File: src/rtl/multicycle_alu_pkg.sv
// rtl/multicycle_alu_pkg.sv - opcode and state encodings shared by the multicycle ALU
package multicycle_alu_pkg;

    typedef enum logic [3:0] {
        OP_SUB  = 4'b0001,
        OP_AND  = 4'b0010,
        OP_OR   = 4'b0011,
        OP_NEG  = 4'b0100,
        OP_NOT  = 4'b0101,
        OP_SHR  = 4'b0110,
        OP_SHRA = 4'b0111,
        OP_SHL  = 4'b1000,
        OP_ROR  = 4'b1001,
        OP_ROL  = 4'b1010,
        OP_MUL  = 4'b1011,
        OP_DIV  = 4'b1100,
        OP_ADD  = 4'b1101
    } opcode_e;

    typedef enum logic [1:0] {
        ST_IDLE,
        ST_MUL,
        ST_DIV,
        ST_DONE
    } state_e;

endpackage

File: src/rtl/seq_divider.sv
// rtl/seq_divider.sv - signed restoring divider, one quotient bit per cycle
module seq_divider #(
    parameter int WIDTH = 32
) (
    input  logic             clk_i,
    input  logic             rst_ni,
    input  logic             start_i,
    input  logic [WIDTH-1:0] dividend_i,
    input  logic [WIDTH-1:0] divisor_i,
    output logic             done_o,
    output logic [WIDTH-1:0] quotient_o,
    output logic [WIDTH-1:0] remainder_o
);

    localparam int CW = $clog2(WIDTH);
    localparam logic [CW-1:0] LAST = CW'(WIDTH - 1);

    logic             run_q;
    logic [CW-1:0]    cnt_q;
    logic [WIDTH-1:0] rem_q, quo_q, dvs_q;
    logic             neg_quo_q, neg_rem_q;
    logic [WIDTH:0]   rem_shift, diff;
    logic [WIDTH-1:0] rem_d, quo_d;
    logic [WIDTH-1:0] a_abs, b_abs;

    // Magnitudes as unsigned WIDTH bits: the most-negative value maps to 2^(WIDTH-1)
    assign a_abs = dividend_i[WIDTH-1] ? ('0 - dividend_i) : dividend_i;
    assign b_abs = divisor_i[WIDTH-1]  ? ('0 - divisor_i)  : divisor_i;

    assign rem_shift = {rem_q, quo_q[WIDTH-1]};
    assign diff      = rem_shift - {1'b0, dvs_q};
    assign rem_d     = diff[WIDTH] ? rem_shift[WIDTH-1:0] : diff[WIDTH-1:0];
    assign quo_d     = {quo_q[WIDTH-2:0], ~diff[WIDTH]};

    // Outputs are taken from the final step so the caller latches them on the same edge
    assign done_o      = run_q && (cnt_q == LAST);
    assign quotient_o  = neg_quo_q ? ('0 - quo_d) : quo_d;
    assign remainder_o = neg_rem_q ? ('0 - rem_d) : rem_d;

    always_ff @(posedge clk_i or negedge rst_ni) begin
        if (!rst_ni) begin
            run_q     <= 1'b0;
            cnt_q     <= '0;
            rem_q     <= '0;
            quo_q     <= '0;
            dvs_q     <= '0;
            neg_quo_q <= 1'b0;
            neg_rem_q <= 1'b0;
        end else if (start_i) begin
            run_q     <= 1'b1;
            cnt_q     <= '0;
            rem_q     <= '0;
            quo_q     <= a_abs;
            dvs_q     <= b_abs;
            neg_quo_q <= dividend_i[WIDTH-1] ^ divisor_i[WIDTH-1];
            neg_rem_q <= dividend_i[WIDTH-1];
        end else if (run_q) begin
            rem_q <= rem_d;
            quo_q <= quo_d;
            cnt_q <= cnt_q + 1'b1;
            if (cnt_q == LAST) begin
                run_q <= 1'b0;
            end
        end
    end

endmodule

File: src/rtl/multicycle_alu.sv
// rtl/multicycle_alu.sv - multicycle ALU with Booth multiplier; divider built when MULTICYCLE_ALU_DIV_EN is defined
module multicycle_alu
    import multicycle_alu_pkg::*;
#(
    parameter int WIDTH = 32
) (
    input  logic               clock,
    input  logic               clear_n,
    input  logic               start,
    input  logic [3:0]         opcode,
    input  logic [WIDTH-1:0]   operand_A,
    input  logic [WIDTH-1:0]   operand_B,
    output logic               busy,
    output logic               done,
    output logic [2*WIDTH-1:0] result,
    output logic               div_zero
);

    localparam int SW = $clog2(WIDTH);
    localparam logic [SW-1:0] LAST = SW'(WIDTH - 1);

    state_e             state_q;
    logic               busy_q, done_q, div_zero_q;
    logic [2*WIDTH-1:0] result_q;

    logic [WIDTH:0]     acc_q, mcand_q, acc_sum, acc_d;
    logic [WIDTH-1:0]   mq_q, mq_d;
    logic               qm1_q;
    logic [SW-1:0]      cnt_q;

    logic [SW-1:0]      sh_amt, sh_inv;
    logic [WIDTH-1:0]   alu_lo;

    logic               div_go, div_by0, div_done;
    logic [WIDTH-1:0]   div_quo, div_rem;

    assign sh_amt = operand_B[SW-1:0];
    assign sh_inv = '0 - sh_amt;

    always_comb begin
        alu_lo = '0;
        case (opcode)
            OP_ADD:  alu_lo = operand_A + operand_B;
            OP_SUB:  alu_lo = operand_A - operand_B;
            OP_AND:  alu_lo = operand_A & operand_B;
            OP_OR:   alu_lo = operand_A | operand_B;
            OP_NEG:  alu_lo = '0 - operand_A;
            OP_NOT:  alu_lo = ~operand_A;
            OP_SHR:  alu_lo = operand_A >> sh_amt;
            OP_SHRA: alu_lo = WIDTH'($signed(operand_A) >>> sh_amt);
            OP_SHL:  alu_lo = operand_A << sh_amt;
            // sh_inv is (WIDTH - amt) mod WIDTH, so amt=0 degenerates to A|A
            OP_ROR:  alu_lo = (operand_A >> sh_amt) | (operand_A << sh_inv);
            OP_ROL:  alu_lo = (operand_A << sh_amt) | (operand_A >> sh_inv);
            default: alu_lo = '0;
        endcase
    end

    // One radix-2 Booth step; the extra accumulator bit absorbs +/- most-negative
    always_comb begin
        acc_sum = acc_q;
        case ({mq_q[0], qm1_q})
            2'b01:   acc_sum = acc_q + mcand_q;
            2'b10:   acc_sum = acc_q - mcand_q;
            default: acc_sum = acc_q;
        endcase
    end

    assign acc_d = {acc_sum[WIDTH], acc_sum[WIDTH:1]};
    assign mq_d  = {acc_sum[0], mq_q[WIDTH-1:1]};

`ifdef MULTICYCLE_ALU_DIV_EN
    assign div_by0 = (opcode == OP_DIV) && (operand_B == '0);
    assign div_go  = start && (state_q == ST_IDLE) && (opcode == OP_DIV) && !div_by0;

    seq_divider #(.WIDTH(WIDTH)) u_div (
        .clk_i       (clock),
        .rst_ni      (clear_n),
        .start_i     (div_go),
        .dividend_i  (operand_A),
        .divisor_i   (operand_B),
        .done_o      (div_done),
        .quotient_o  (div_quo),
        .remainder_o (div_rem)
    );
`else
    assign div_by0  = 1'b0;
    assign div_go   = 1'b0;
    assign div_done = 1'b0;
    assign div_quo  = '0;
    assign div_rem  = '0;
`endif

    always_ff @(posedge clock or negedge clear_n) begin
        if (!clear_n) begin
            state_q    <= ST_IDLE;
            busy_q     <= 1'b0;
            done_q     <= 1'b0;
            div_zero_q <= 1'b0;
            result_q   <= '0;
            acc_q      <= '0;
            mcand_q    <= '0;
            mq_q       <= '0;
            qm1_q      <= 1'b0;
            cnt_q      <= '0;
        end else begin
            done_q <= 1'b0;
            case (state_q)
                ST_IDLE: begin
                    if (start) begin
                        busy_q <= 1'b1;
                        if (opcode == OP_MUL) begin
                            state_q <= ST_MUL;
                            acc_q   <= '0;
                            mcand_q <= {operand_A[WIDTH-1], operand_A};
                            mq_q    <= operand_B;
                            qm1_q   <= 1'b0;
                            cnt_q   <= '0;
                        end else if (div_go) begin
                            state_q <= ST_DIV;
                        end else if (div_by0) begin
                            state_q    <= ST_DONE;
                            done_q     <= 1'b1;
                            div_zero_q <= 1'b1;
                            result_q   <= {operand_A, {WIDTH{1'b1}}};
                        end else begin
                            state_q    <= ST_DONE;
                            done_q     <= 1'b1;
                            div_zero_q <= 1'b0;
                            result_q   <= {{WIDTH{1'b0}}, alu_lo};
                        end
                    end
                end
                ST_MUL: begin
                    acc_q <= acc_d;
                    mq_q  <= mq_d;
                    qm1_q <= mq_q[0];
                    cnt_q <= cnt_q + 1'b1;
                    if (cnt_q == LAST) begin
                        state_q    <= ST_DONE;
                        done_q     <= 1'b1;
                        div_zero_q <= 1'b0;
                        result_q   <= {acc_d[WIDTH-1:0], mq_d};
                    end
                end
                ST_DIV: begin
                    if (div_done) begin
                        state_q    <= ST_DONE;
                        done_q     <= 1'b1;
                        div_zero_q <= 1'b0;
                        result_q   <= {div_rem, div_quo};
                    end
                end
                default: begin
                    state_q <= ST_IDLE;
                    busy_q  <= 1'b0;
                end
            endcase
        end
    end

    assign busy     = busy_q;
    assign done     = done_q;
    assign result   = result_q;
    assign div_zero = div_zero_q;

endmodule

File: config.mk
export PLATFORM = sky130hd
export DESIGN_NAME = multicycle_alu
export DESIGN_NICKNAME = d
export VERILOG_FILES = /design/src/rtl/multicycle_alu_pkg.sv /design/src/rtl/seq_divider.sv /design/src/rtl/multicycle_alu.sv
export SDC_FILE = /design/constraint.sdc
export NUM_CORES = 1
export LEC_CHECK = 0
export CAP_MARGIN = 20
export CELL_PAD_IN_SITES_DETAIL_PLACEMENT = 2
export CELL_PAD_IN_SITES_GLOBAL_PLACEMENT = 2
export CORE_MARGIN = 2
export CORE_UTILIZATION = 29
export DETAILED_ROUTE_END_ITERATION = 16
export GPL_TIMING_DRIVEN = 0
export PLACE_DENSITY_LB_ADDON = 0.15
export SYNTH_ARGS = -nofsm -noshare
export SYNTH_HDL_FRONTEND = slang
export SYNTH_SLANG_ARGS = --single-unit
File: constraint.sdc
create_clock -name clock -period 5.85 [get_ports clock]
set_input_delay 1.17 -clock clock [delete_from_list [all_inputs] [get_ports clock]]
set_output_delay 1.17 -clock clock [all_outputs]
set_load 0.005 [all_outputs]
* Word level (Yosys, flattened, before mapping)
Cells that the tools add are included.
Storage, ports and cells: register bits after elaboration 172, input port bits 71, output and inout bits 67, word-level logic and storage cells 90
Cells by class: $add $sub $neg 7, equality and inequality tests 21, shift operators 5, multiplexer cells 32, bitwise logic cells 7, reductions and logical operators 8
Operators by type and width (count):
- $pmux 32 s11 | 1
- $mux 64 | 3
- $pmux 33 s2 | 2
- $pmux 64 s2 | 1
- $or 32x32->32 | 3
- $mux 33 | 2
- $mux 32 | 2
- $pmux 32 s2 | 1
- $shl 32x5->32 | 2
- $shr 32x5->32 | 2
- $add 33x33->33 | 1
- $sub 33x33->33 | 1
- $add 32x32->32 | 1
- $and 32x32->32 | 1
- $not 32->32 | 1
- $sshr 32x5->32 | 1
- $sub 1x32->32 const A | 1
- $sub 32x32->32 | 1
- $eq 4x4->1 const B | 5
- $eq 4x3->1 const B | 4
- $mux 5 | 2
- $pmux 5 s2 | 1
- $mux 1 | 9
- $reduce_and 3->1 | 3
- other kinds (17) | 29

* Depth between registers and ports, before layout
Gate-level depths: netlist of the first run.
depth in word-level cells 7, gate-level depth with buffers 22, depth with buffers taken out 17

* Worst setup path before layout of the first run
Ideal clock, no wire load.
path kind input-to-reg, start point in operand_B[0], end point reg result_q[29], in the netlist result[29], setup time 131 ps, arrival time 5667 ps, required time 5719 ps, setup slack 52 ps, stages on the path 21, path buffers 4, cells stage by stage buf_4 > buf_2 > clkinv_1 > clkbuf_1 > ha_1 > clkbuf_1 > nor3b_1 > and3_1 > nand2_1 > o31ai_1 > xor2_1 > ha_1 > a21o_1 > a21o_1 > a211oi_1 > nor2_1 > a21oi_1 > o31ai_1 > a311oi_1 > nor4_1 > or3_1
Between the ends: cells in the longest elaborated chain, start to end 7, elaborated cells on any way between the ends 14, those cells by class add/sub (3); shift (5); mux (4); bitwise (2)
Ends and longest elaborated chain:
- start, declared | line multicycle_alu.sv:12 | input logic [WIDTH-1:0] operand_B,
- $sub 1x5->5 | line multicycle_alu.sv:38 | assign sh_inv = '0 - sh_amt;
- $shr 32x5->32 / $shl 32x5->32 (equally long branches) | line multicycle_alu.sv:54, multicycle_alu.sv:53
- $or 32x32->32, on equally long branches | line multicycle_alu.sv:54, multicycle_alu.sv:53
- $pmux 32 s11 * | line multicycle_alu.sv:42 | case (opcode)
- $mux 64 * | line multicycle_alu.sv:112 | if (opcode == OP_MUL) begin
- $mux 64 * | line multicycle_alu.sv:110 | if (start) begin
- $pmux 64 s2 * | line multicycle_alu.sv:108 | case (state_q)
- end signal, assigned | line multicycle_alu.sv:125 | result_q <= {operand_A, {WIDTH{1'b1}}};
- end signal, assigned | line multicycle_alu.sv:130 | result_q <= {{WIDTH{1'b0}}, alu_lo};
- end signal, assigned | line multicycle_alu.sv:143 | result_q <= {acc_d[WIDTH-1:0], mq_d};
- end, declared | line multicycle_alu.sv:24 | logic [2*WIDTH-1:0] result_q;
Every way passes the cells marked *; elsewhere a longest branch is shown, timed or not. The select of a mux whose other input is x is not followed. A chain may end at the register's enable or synchronous reset.

* Worst setup path after layout of the first run
start point in operand_A[20], end point reg result_q[2], in the netlist result[2]
Between the ends: cells in the longest elaborated chain, start to end 6, elaborated cells on any way between the ends 11, those cells by class shift (5); mux (4); bitwise (2)
Ends and longest elaborated chain:
- start, declared | line multicycle_alu.sv:11 | input logic [WIDTH-1:0] operand_A,
- $shl 32x5->32, or another cell as far along | line multicycle_alu.sv:51, multicycle_alu.sv:54
- $or 32x32->32, on equally long branches | line multicycle_alu.sv:54, multicycle_alu.sv:53
- $pmux 32 s11 * | line multicycle_alu.sv:42
- $mux 64 * | line multicycle_alu.sv:112
- $mux 64 * | line multicycle_alu.sv:110
- $pmux 64 s2 * | line multicycle_alu.sv:108
Marks and branches as above.

==> results of run 1 <==
-- state kept, by name (all words and copies together) (netlist names) --
register and cells:
acc_q 32, busy 1, cnt_q 5, done 1, mcand_q 32, mq_q 32, qm1_q 1, result 64
state_q 2
-- power breakdown --
group	internal (mW)	switching, mW	total [mW]
clock	0.583	0.612	1.19
combinational	2.60	5.05	7.65
sequential	1.68	0.489	2.17
total	4.86	6.15	11.0
-- metal layers --
| metal | global-route usage, % | vias to the layer above | wire, microns |
|---|---|---|---|
| met5 | 0 | - | 54 |
| li1 | - | 10523 | - |
| met1 | 52.0 | 13514 | 64200 |
| met3 | 7.04 | 396 | 11800 |
| met2 | 67.1 | 1371 | 72300 |
| met4 | 27.0 | 8 | 12400 |
-- worst min-delay path by stage --
stage / to / slack, ns / depth (start not counted)
3_5_place_dp: result[37]$_DFFE_PN0P_ / 0.47 / 2
3_3_place_gp: result[45]$_DFFE_PN0P_ / 0.46 / 2
6_report: result[37]$_DFFE_PN0P_ / 0.48 / 2
2_1_floorplan: cnt_q[3]$_DFFE_PN0P_ / 0.44 / 1
5_1_grt: result[58]$_DFFE_PN0P_ / 0.52 / 2
4_1_cts: result[44]$_DFFE_PN0P_ / 0.49 / 2
-- worst reg2reg max path, stage by stage (launching register included) --
cell                       delay (ns)
sky130_fd_sc_hd__dfrtp_1         0.43
sky130_fd_sc_hd__or4_1           0.57
sky130_fd_sc_hd__or3_1           0.36
sky130_fd_sc_hd__nor4_1          0.64
sky130_fd_sc_hd__a21oi_1         0.19
sky130_fd_sc_hd__xnor2_1         0.31
sky130_fd_sc_hd__ha_1            0.29
sky130_fd_sc_hd__clkbuf_1        0.21
sky130_fd_sc_hd__a211oi_1        0.34
sky130_fd_sc_hd__o21ai_0         0.17
sky130_fd_sc_hd__a32oi_1         0.28
sky130_fd_sc_hd__o21ai_0         0.14
sky130_fd_sc_hd__a211oi_1        0.42
sky130_fd_sc_hd__nor2_1          0.11
sky130_fd_sc_hd__o211ai_1        0.37
sky130_fd_sc_hd__xnor2_1         0.15
sky130_fd_sc_hd__o31ai_1         0.26
-- timing repair --
item / CTS / global route
pin swaps: 5 / 6
endpoints found under the setup margin: 32 / 33
resized for setup: 90 / 43
buffers inserted: 2 / 5
endpoints found under the hold margin: 0 / 0
-- cell type report --
type / count / area, sq um / share of cell area, %
Tap cell: 959 / 1200 / 4.82
Antenna cell: 3 / 7.51 / 0.0302
Clock buffer: 18 / 439 / 1.76
Buffer: 258 / 1120 / 4.49
Sequential cell: 170 / 4250 / 17.1
Multi-Input combinational cell: 2276 / 16000 / 64.4
Timing Repair Buffer: 150 / 1520 / 6.12
Clock inverter: 14 / 144 / 0.578
Inverter: 44 / 174 / 0.699
-- Yosys cell counts (46+ instances only) --
cell type                  count  share of area, %
sky130_fd_sc_hd__a211oi_1     47               1.7
sky130_fd_sc_hd__a21oi_1     218               5.1
sky130_fd_sc_hd__a31oi_1      56               1.7
sky130_fd_sc_hd__clkbuf_1    202               3.6
sky130_fd_sc_hd__dfrtp_1     170                20
sky130_fd_sc_hd__ha_1         75               4.4
sky130_fd_sc_hd__mux2_2       72               3.8
sky130_fd_sc_hd__mux2i_1     130               6.1
sky130_fd_sc_hd__mux4_2       82               8.7
sky130_fd_sc_hd__nand2_1     328               5.8
sky130_fd_sc_hd__nand3_1      46               1.1
sky130_fd_sc_hd__nor2_1      306               5.4
sky130_fd_sc_hd__nor3_1       68               1.6
sky130_fd_sc_hd__o21ai_0     229               5.4
sky130_fd_sc_hd__xnor2_1      86               3.6
sky130_fd_sc_hd__xor2_1       47               1.9
-- metrics by stage --
stage / total power, mW / instances / utilization, %
global route: 11.6 / 3889 / 34.2
detailed placement: 9.57 / 3852 / 32.8
CTS: 10.9 / 3882 / 34.0
global placement: 9.30 / 3836 / 32.5
finish: 11.0 / 3892 / 34.2
floorplan: 6.33 / 2752 / -
-- logic make-up after synthesis --
group / after synthesis
AO/OA/AOI/OAI: 851
XOR/XNOR: 133
adder cells (fa/ha/maj): 85
buffers and inverters: 306
flip-flops: 170
multiplexers: 286
other: 1
AND/OR/NAND/NOR: 920
==> impl_table.tex, run 1 <==
\begin{tabular}{lr}
\hline
Metric & Value \\
\hline
\multicolumn{2}{l}{\textbf{Outcome}} \\
Result of the run & finished, violations left \\
Violated checks & negative setup slack \\
\multicolumn{2}{l}{\textbf{Detailed routing}} \\
Detailed router's first-iteration violation count & between 2k and 3k \\
DRC & 0 \\
Wire per inst & 41.3 microns \\
Number of vias per cell after detailed routing & 6.63 \\
Total routed wirelength & 161000 microns \\
Routed via count & about 26k \\
Number of optimization iterations in the first detailed-route pass & 5 \\
Post-route antenna net violation count & 0 \\
\multicolumn{2}{l}{\textbf{Global routing}} \\
Overflow left after global routing & 0 \\
Overall Global Routing Usage & 41.9\% \\
Vias in the first global route & about 26k \\
Pin count of the biggest net entering global routing & 121 \\
Initial antenna violation count & 10 \\
Global-route wire length before repair & $\sim$220000 microns \\
\multicolumn{2}{l}{\textbf{Timing}} \\
Final critical-path share of the clock period & 103\% \\
Final hold violations & 0 \\
Worst slew margin relative to its limit & between 10\% and 20\% \\
Setup Skew & around 0.024 ns \\
Transition time at the pin with the least slew margin & $\sim$1.3 ns \\
Setup Total Neg Slack & -0.814 ns \\
Setup-violating endpoint count in the final report & 8 \\
Post-Route Hold Slack & around 0.48 ns \\
Final WS setup & -0.180 ns \\
Fmax & roughly 170 MHz \\
Unrepaired setup endpoints after global routing & true \\
Slew Limit Fails & 0 \\
Final critical delay including setup and external delays & about 6.0 ns \\
\multicolumn{2}{l}{\textbf{Synth}} \\
Post-Synthesis Net Count & between 2k and 3k \\
Number of cells produced by synthesis & 2752 \\
Compound-Gate Fraction of Synth Area & about a quarter \\
Register area share after synthesis & between 20\% and 30\% \\
Dominant combinational cell family by area after synthesis & compound AO/OA/AOI/OAI gates \\
Async set-or-reset flop fraction in the synthesized netlist & between 90\% and 100\% \\
XOR/XNOR Fraction of Synth Area & 5.49\% \\
Simple logic cell fraction of the synthesized area & 19.5\% \\
Post-synth top flop & sky130\_fd\_sc\_hd\_\_dfrtp\_1 \\
Post-synthesis sequential element count & 170 \\
Number of flops mapped to enable cells by yosys & 0 \\
Avg Inst Size Synth & a little under 8 sq um \\
Proportion of synthesized area in mux cells & about a fifth \\
Yosys warning count & 0 \\
Distinct cell type count after synthesis & 90 \\
Arithmetic-cell share of the synthesized area counting full adders, half adders and majority gates & 4.99\% \\
Cell area after synthesis & roughly 21000 sq um \\
\multicolumn{2}{l}{\textbf{Critical path}} \\
Critical path depth in cells & 12 \\
Type of element capturing the critical path & flip-flop \\
Worst setup path endpoint & result[2]\$\_DFFE\_PN0P\_ \\
List of cells traversed by the critical path & clkdlybuf4s50\_1 -> clkbuf\_1 -> clkbuf\_1 -> mux2i\_1 -> mux2\_2 -> a21oi\_1 -> o21ai\_0 -> a211oi\_1 -> a2111oi\_0 -> a31oi\_1 -> a21oi\_1 -> o21ai\_0 \\
FF-to-FF Start & mcand\_q[8]\$\_DFFE\_PN0P\_ \\
CP Launch Point & operand\_A[20] \\
CP arrival & about 6.4 ns \\
Number of cells on the worst reg-to-reg path & 16 \\
FF-to-FF setup slack & 0.50 ns \\
Maximum fanout encountered on the critical timing path & 10 \\
Nature of the critical path startpoint & input pin \\
Worst path max stage delay & just over 1 ns \\
Critical-path cell with the highest stage delay & sky130\_fd\_sc\_hd\_\_clkbuf\_1 \\
Crit-path leading delay family & compound AO/OA/AOI/OAI gates \\
Buffers plus inverters on the worst setup path & 3 \\
Worst Path Required & between 6 and 7 ns \\
Worst Setup Path Type & input pin to flip-flop \\
Endpoint of the worst-slack reg-to-reg timing path & result[63]\$\_DFFE\_PN0P\_ \\
\multicolumn{2}{l}{\textbf{Layout}} \\
Fill cell total of the finished layout & approximately 8.4k \\
Leading cell type in the layout, fill and taps excluded & sky130\_fd\_sc\_hd\_\_nand2\_1 \\
Number of nets in the final layout & 3065 \\
Fraction of layout cells with a size suffix above 1 & 11.6\% \\
Final cell area excluding filler cells & between 20000 and 25000 sq um \\
Most frequent cells in the layout & sky130\_fd\_sc\_hd\_\_nand2\_1 (327), sky130\_fd\_sc\_hd\_\_nor2\_1 (306), sky130\_fd\_sc\_hd\_\_o21ai\_0 (218), sky130\_fd\_sc\_hd\_\_a21oi\_1 (214), sky130\_fd\_sc\_hd\_\_clkbuf\_1 (172) \\
Synthesis-to-finish area growth & 17.4\% \\
\multicolumn{2}{l}{\textbf{Power and ir drop}} \\
Static power due to leakage & between 9 and 10 nW \\
Maximum vdd drop & 0.257 mV \\
PwrDens & 442 nW/um\^{}2 \\
\multicolumn{2}{l}{\textbf{Job}} \\
Max-capacitance violation count & 0 \\
\multicolumn{2}{l}{\textbf{CTS}} \\
CTS Buf Count & 17 \\
Post-CTS clock slew at the launch and capture registers of the worst setup and hold paths & approximately 0.07 ns \\
Worst-skew pair later-pin latency & 0.46 ns \\
Root buf cell & sky130\_fd\_sc\_hd\_\_clkbuf\_16 \\
Clock sinks & 170 \\
Htree depth & 4 \\
Maximum clock insertion buffer count & 2 \\
CTS tree & yes \\
CTS Hold Buffers Added & 0 \\
\multicolumn{2}{l}{\textbf{Placement}} \\
Area post-placement & 23900 sq um \\
Minimum setup slack after placement & -2.83 ns \\
Buffers added on ports & 125 \\
Post-DP HPWL & around 130000 microns \\
Placer Congestion & between 1 and 1.5 \\
\multicolumn{2}{l}{\textbf{Worst hold path}} \\
Hold\_sp & result[37]\$\_DFFE\_PN0P\_ \\
Worst min path class & flip-flop to flip-flop \\
\multicolumn{2}{l}{\textbf{Floorplanning}} \\
Horiz. Die Dim & between 200 and 300 microns \\
Initial cell density of the core & 29.2\% \\
Core area & around 73000 sq um \\
\# rows & just under 100 \\
Vertical die dimension & roughly 270 microns \\
Full die area & approximately 75000 sq um \\
Ports & $\sim$140 \\
\hline
\end{tabular}
Power figures use the tool's default switching activity.
==> run 2, diff against run 1 <==
--- a/config.mk
+++ b/config.mk
@@ -9,7 +9,7 @@
 export CELL_PAD_IN_SITES_DETAIL_PLACEMENT = 2
 export CELL_PAD_IN_SITES_GLOBAL_PLACEMENT = 2
 export CORE_MARGIN = 2
-export CORE_UTILIZATION = 29
+export CORE_UTILIZATION = 30
 export DETAILED_ROUTE_END_ITERATION = 16
 export GPL_TIMING_DRIVEN = 0
 export PLACE_DENSITY_LB_ADDON = 0.15
==> run 2 against run 1 <==
  * First-iteration DRC count rose by 6.3%
  * Power rose by 0.63%
  * Die area is 3.3% lower
  * Cell count is 0.28% lower
  * Clock power is essentially flat
  * Critical path depth is 4 higher
  * Design area is 0.45% higher
  * Non-clock buffer count is 5 higher
  * The run still ends with negative setup slack left
  * Sequential share of layout area decreased by 0.077 points
==> impl_table.tex, run 2 (synthesis gave the netlist of run 1 again) <==
\begin{tabular}{lr}
\hline
Metric & Value \\
\hline
\multicolumn{2}{l}{\textbf{CTS}} \\
Clock sinks & 170 \\
Htree depth & 4 \\
Worst-skew pair later-pin latency & roughly 0.47 ns \\
CTS Hold Buffers Added & 0 \\
Maximum clock insertion buffer count & 2 \\
Root buf cell & sky130\_fd\_sc\_hd\_\_clkbuf\_16 \\
CTS Buf Count & 17 \\
Post-CTS clock slew at the launch and capture registers of the worst setup and hold paths & $\sim$0.08 ns \\
CTS tree & yes \\
\multicolumn{2}{l}{\textbf{Layout}} \\
Final Core Density & between 30 and 40\% \\
Synthesis-to-finish area growth & 17.9\% \\
Fill cell total of the finished layout & 8170 \\
Count of non-filler cells in the finished layout & around 3.9k \\
Fraction of layout cells with a size suffix above 1 & between 10\% and 20\% \\
Number of flip-flops under the largest register name & 64 \\
Leading cell type in the layout, fill and taps excluded & sky130\_fd\_sc\_hd\_\_nand2\_1 \\
Number of nets in the final layout & between 3k and 4k \\
Most frequent cells in the layout & sky130\_fd\_sc\_hd\_\_nand2\_1 (327), sky130\_fd\_sc\_hd\_\_nor2\_1 (306), sky130\_fd\_sc\_hd\_\_o21ai\_0 (220), sky130\_fd\_sc\_hd\_\_a21oi\_1 (215), sky130\_fd\_sc\_hd\_\_clkbuf\_1 (172) \\
\multicolumn{2}{l}{\textbf{Job}} \\
Max-capacitance violation count & 0 \\
\multicolumn{2}{l}{\textbf{Critical path}} \\
CP arrival & 6.24 ns \\
CP Launch Point & operand\_B[0] \\
Maximum fanout encountered on the critical timing path & 10 \\
Critical-path cell with the highest stage delay & sky130\_fd\_sc\_hd\_\_o22ai\_1 \\
Crit-path leading delay family & buffers and inverters \\
Buffers plus inverters on the worst setup path & 7 \\
List of cells traversed by the critical path & clkdlybuf4s15\_2 -> buf\_6 -> buf\_8 -> clkinvlp\_4 -> clkbuf\_4 -> ha\_4 -> clkbuf\_2 -> buf\_2 -> mux2i\_1 -> o22ai\_1 -> mux2i\_1 -> o21ai\_0 -> nand2\_1 -> nand3\_1 -> a221oi\_4 -> a311oi\_1 \\
Type of element capturing the critical path & flip-flop \\
Worst path max stage delay & 0.68 ns \\
Nature of the critical path startpoint & input pin \\
FF-to-FF setup slack & $\sim$0.36 ns \\
FF-to-FF Start & qm1\_q\$\_DFFE\_PN0P\_ \\
Number of cells on the worst reg-to-reg path & 15 \\
Worst Setup Path Type & input pin to flip-flop \\
Crit path top cell by count & sky130\_fd\_sc\_hd\_\_mux2i\_1 \\
Critical path depth in cells & 16 \\
Endpoint of the worst-slack reg-to-reg timing path & acc\_q[25]\$\_DFFE\_PN0P\_ \\
Worst Path Required & about 6.2 ns \\
Worst setup path endpoint & result[17]\$\_DFFE\_PN0P\_ \\
\multicolumn{2}{l}{\textbf{Detailed routing}} \\
Number of vias per cell after detailed routing & between 6 and 7 \\
Routed via count & 25.8k \\
Post-route antenna net violation count & 0 \\
Total routed wirelength & between 150000 and 200000 microns \\
Number of optimization iterations in the first detailed-route pass & 5 \\
DRC & 0 \\
Wire per inst & 41.0 microns \\
Detailed router's first-iteration violation count & roughly 3.0k \\
\multicolumn{2}{l}{\textbf{Floorplanning}} \\
Horiz. Die Dim & 270 microns \\
\# rows & 97 \\
Ports & $\sim$140 \\
Core area & 70000 sq um \\
Initial cell density of the core & a little under a third \\
Vertical die dimension & roughly 270 microns \\
Full die area & about 73000 sq um \\
\multicolumn{2}{l}{\textbf{Placement}} \\
Minimum setup slack after placement & -2.61 ns \\
Buffers added on ports & about 130 \\
Post-DP HPWL & between 100000 and 150000 microns \\
Placed insts & around 3.8k \\
Placer Congestion & 1.06 \\
\multicolumn{2}{l}{\textbf{Power and ir drop}} \\
PwrDens & about 440 nW/um\^{}2 \\
Maximum vdd drop & approximately 0.24 mV \\
Post-route total power & between 10 and 15 mW \\
Static power due to leakage & around 9.8 nW \\
\multicolumn{2}{l}{\textbf{Outcome}} \\
Result of the run & finished, violations left \\
Violated checks & negative setup slack \\
\multicolumn{2}{l}{\textbf{Global routing}} \\
Global-route wire length before repair & around 220000 microns \\
Overflow left after global routing & 0 \\
Overall Global Routing Usage & 42.7\% \\
Pin count of the biggest net entering global routing & around 120 \\
Initial antenna violation count & 15 \\
Vias in the first global route & roughly 27k \\
\multicolumn{2}{l}{\textbf{Timing}} \\
Post-Route Hold Slack & 0.487 ns \\
Unrepaired setup endpoints after global routing & true \\
Final critical-path share of the clock period & 101\% \\
Setup Skew & approximately 0.024 ns \\
Fmax & roughly 170 MHz \\
Transition time at the pin with the least slew margin & 1.32 ns \\
Worst slew margin relative to its limit & 12.3\% \\
Final WS setup & -0.0347 ns \\
Setup-violating endpoint count in the final report & 3 \\
Slew Limit Fails & 0 \\
Final critical delay including setup and external delays & slightly below 6 ns \\
Final hold violations & 0 \\
\multicolumn{2}{l}{\textbf{Worst hold path}} \\
Worst min path class & flip-flop to flip-flop \\
Hold\_sp & result[40]\$\_DFFE\_PN0P\_ \\
\hline
\end{tabular}
[run 2: how the worst min path moves through the flow]
stage	endpoint	cells after the start
after CTS	result[0]$_DFFE_PN0P_	2
final	result[40]$_DFFE_PN0P_	2
after global placement	cnt_q[4]$_DFFE_PN0P_	2
after detailed placement	result[0]$_DFFE_PN0P_	2
after global routing	result[40]$_DFFE_PN0P_	2
after floorplan	cnt_q[3]$_DFFE_PN0P_	1
[run 2: metrics by stage]
step	instance area, sq um	TNS, ns
6_report	25000	-0.0747
3_3_place_gp	23600	-669.68
3_5_place_dp	23800	-70.64
5_1_grt	25000	-0.0998
4_1_cts	24700	-0.0770
2_1_floorplan	21200	0
[run 2: layout make-up]
class / instances / area (sq um) / area share [%]
diodes: 6 / 15.0 / 0.0600
plain buffers: 258 / 1110 / 4.44
clock buffers: 17 / 425 / 1.70
clock inverters: 15 / 188 / 0.750
inverters: 44 / 171 / 0.685
multi-input cells: 2276 / 16100 / 64.4
flip-flops and latches: 170 / 4250 / 17.0
well taps: 940 / 1180 / 4.70
repair buffers: 155 / 1570 / 6.27
[run 2: worst register-to-register path: cells and delay by family, from the launching register on]
kind	cells	cell delay, ns
buf+inv	2	0.60
xor+xnor	2	0.40
fa+ha+maj	2	0.69
compound gates	8	3.22
flops	1	0.37
simple gates	1	0.15
[run 2: what timing repair did]
action	4_1_cts	5_1_grt
resized for setup	77	52
endpoints found under the setup margin	32	28
buffers inserted	2	8
pin swaps	2	7
[run 2: where the power goes]
group / total [mW] / internal, mW / leakage, nW / switching, mW
registers: 2.17 / 1.68 / 2.17 / 0.489
clock network: 1.20 / 0.583 / 0.294 / 0.615
logic: 7.71 / 2.62 / 7.34 / 5.10
total: 11.1 / 4.88 / 9.80 / 6.20
[run 2: metal layers]
| metal | part of all wire [%] | up-vias | track usage [%] | routed length, microns |
|---|---|---|---|---|
| met2 | 45 | 1500 | 69.3 | 72000 |
| li1 | - | 10530 | - | - |
| met5 | 0.0075 | - | 0 | 12 |
| met3 | 8.3 | 419 | 8.69 | 13200 |
| met1 | 39 | 13358 | 51.9 | 61300 |
| met4 | 7.8 | 2 | 25.9 | 12400 |
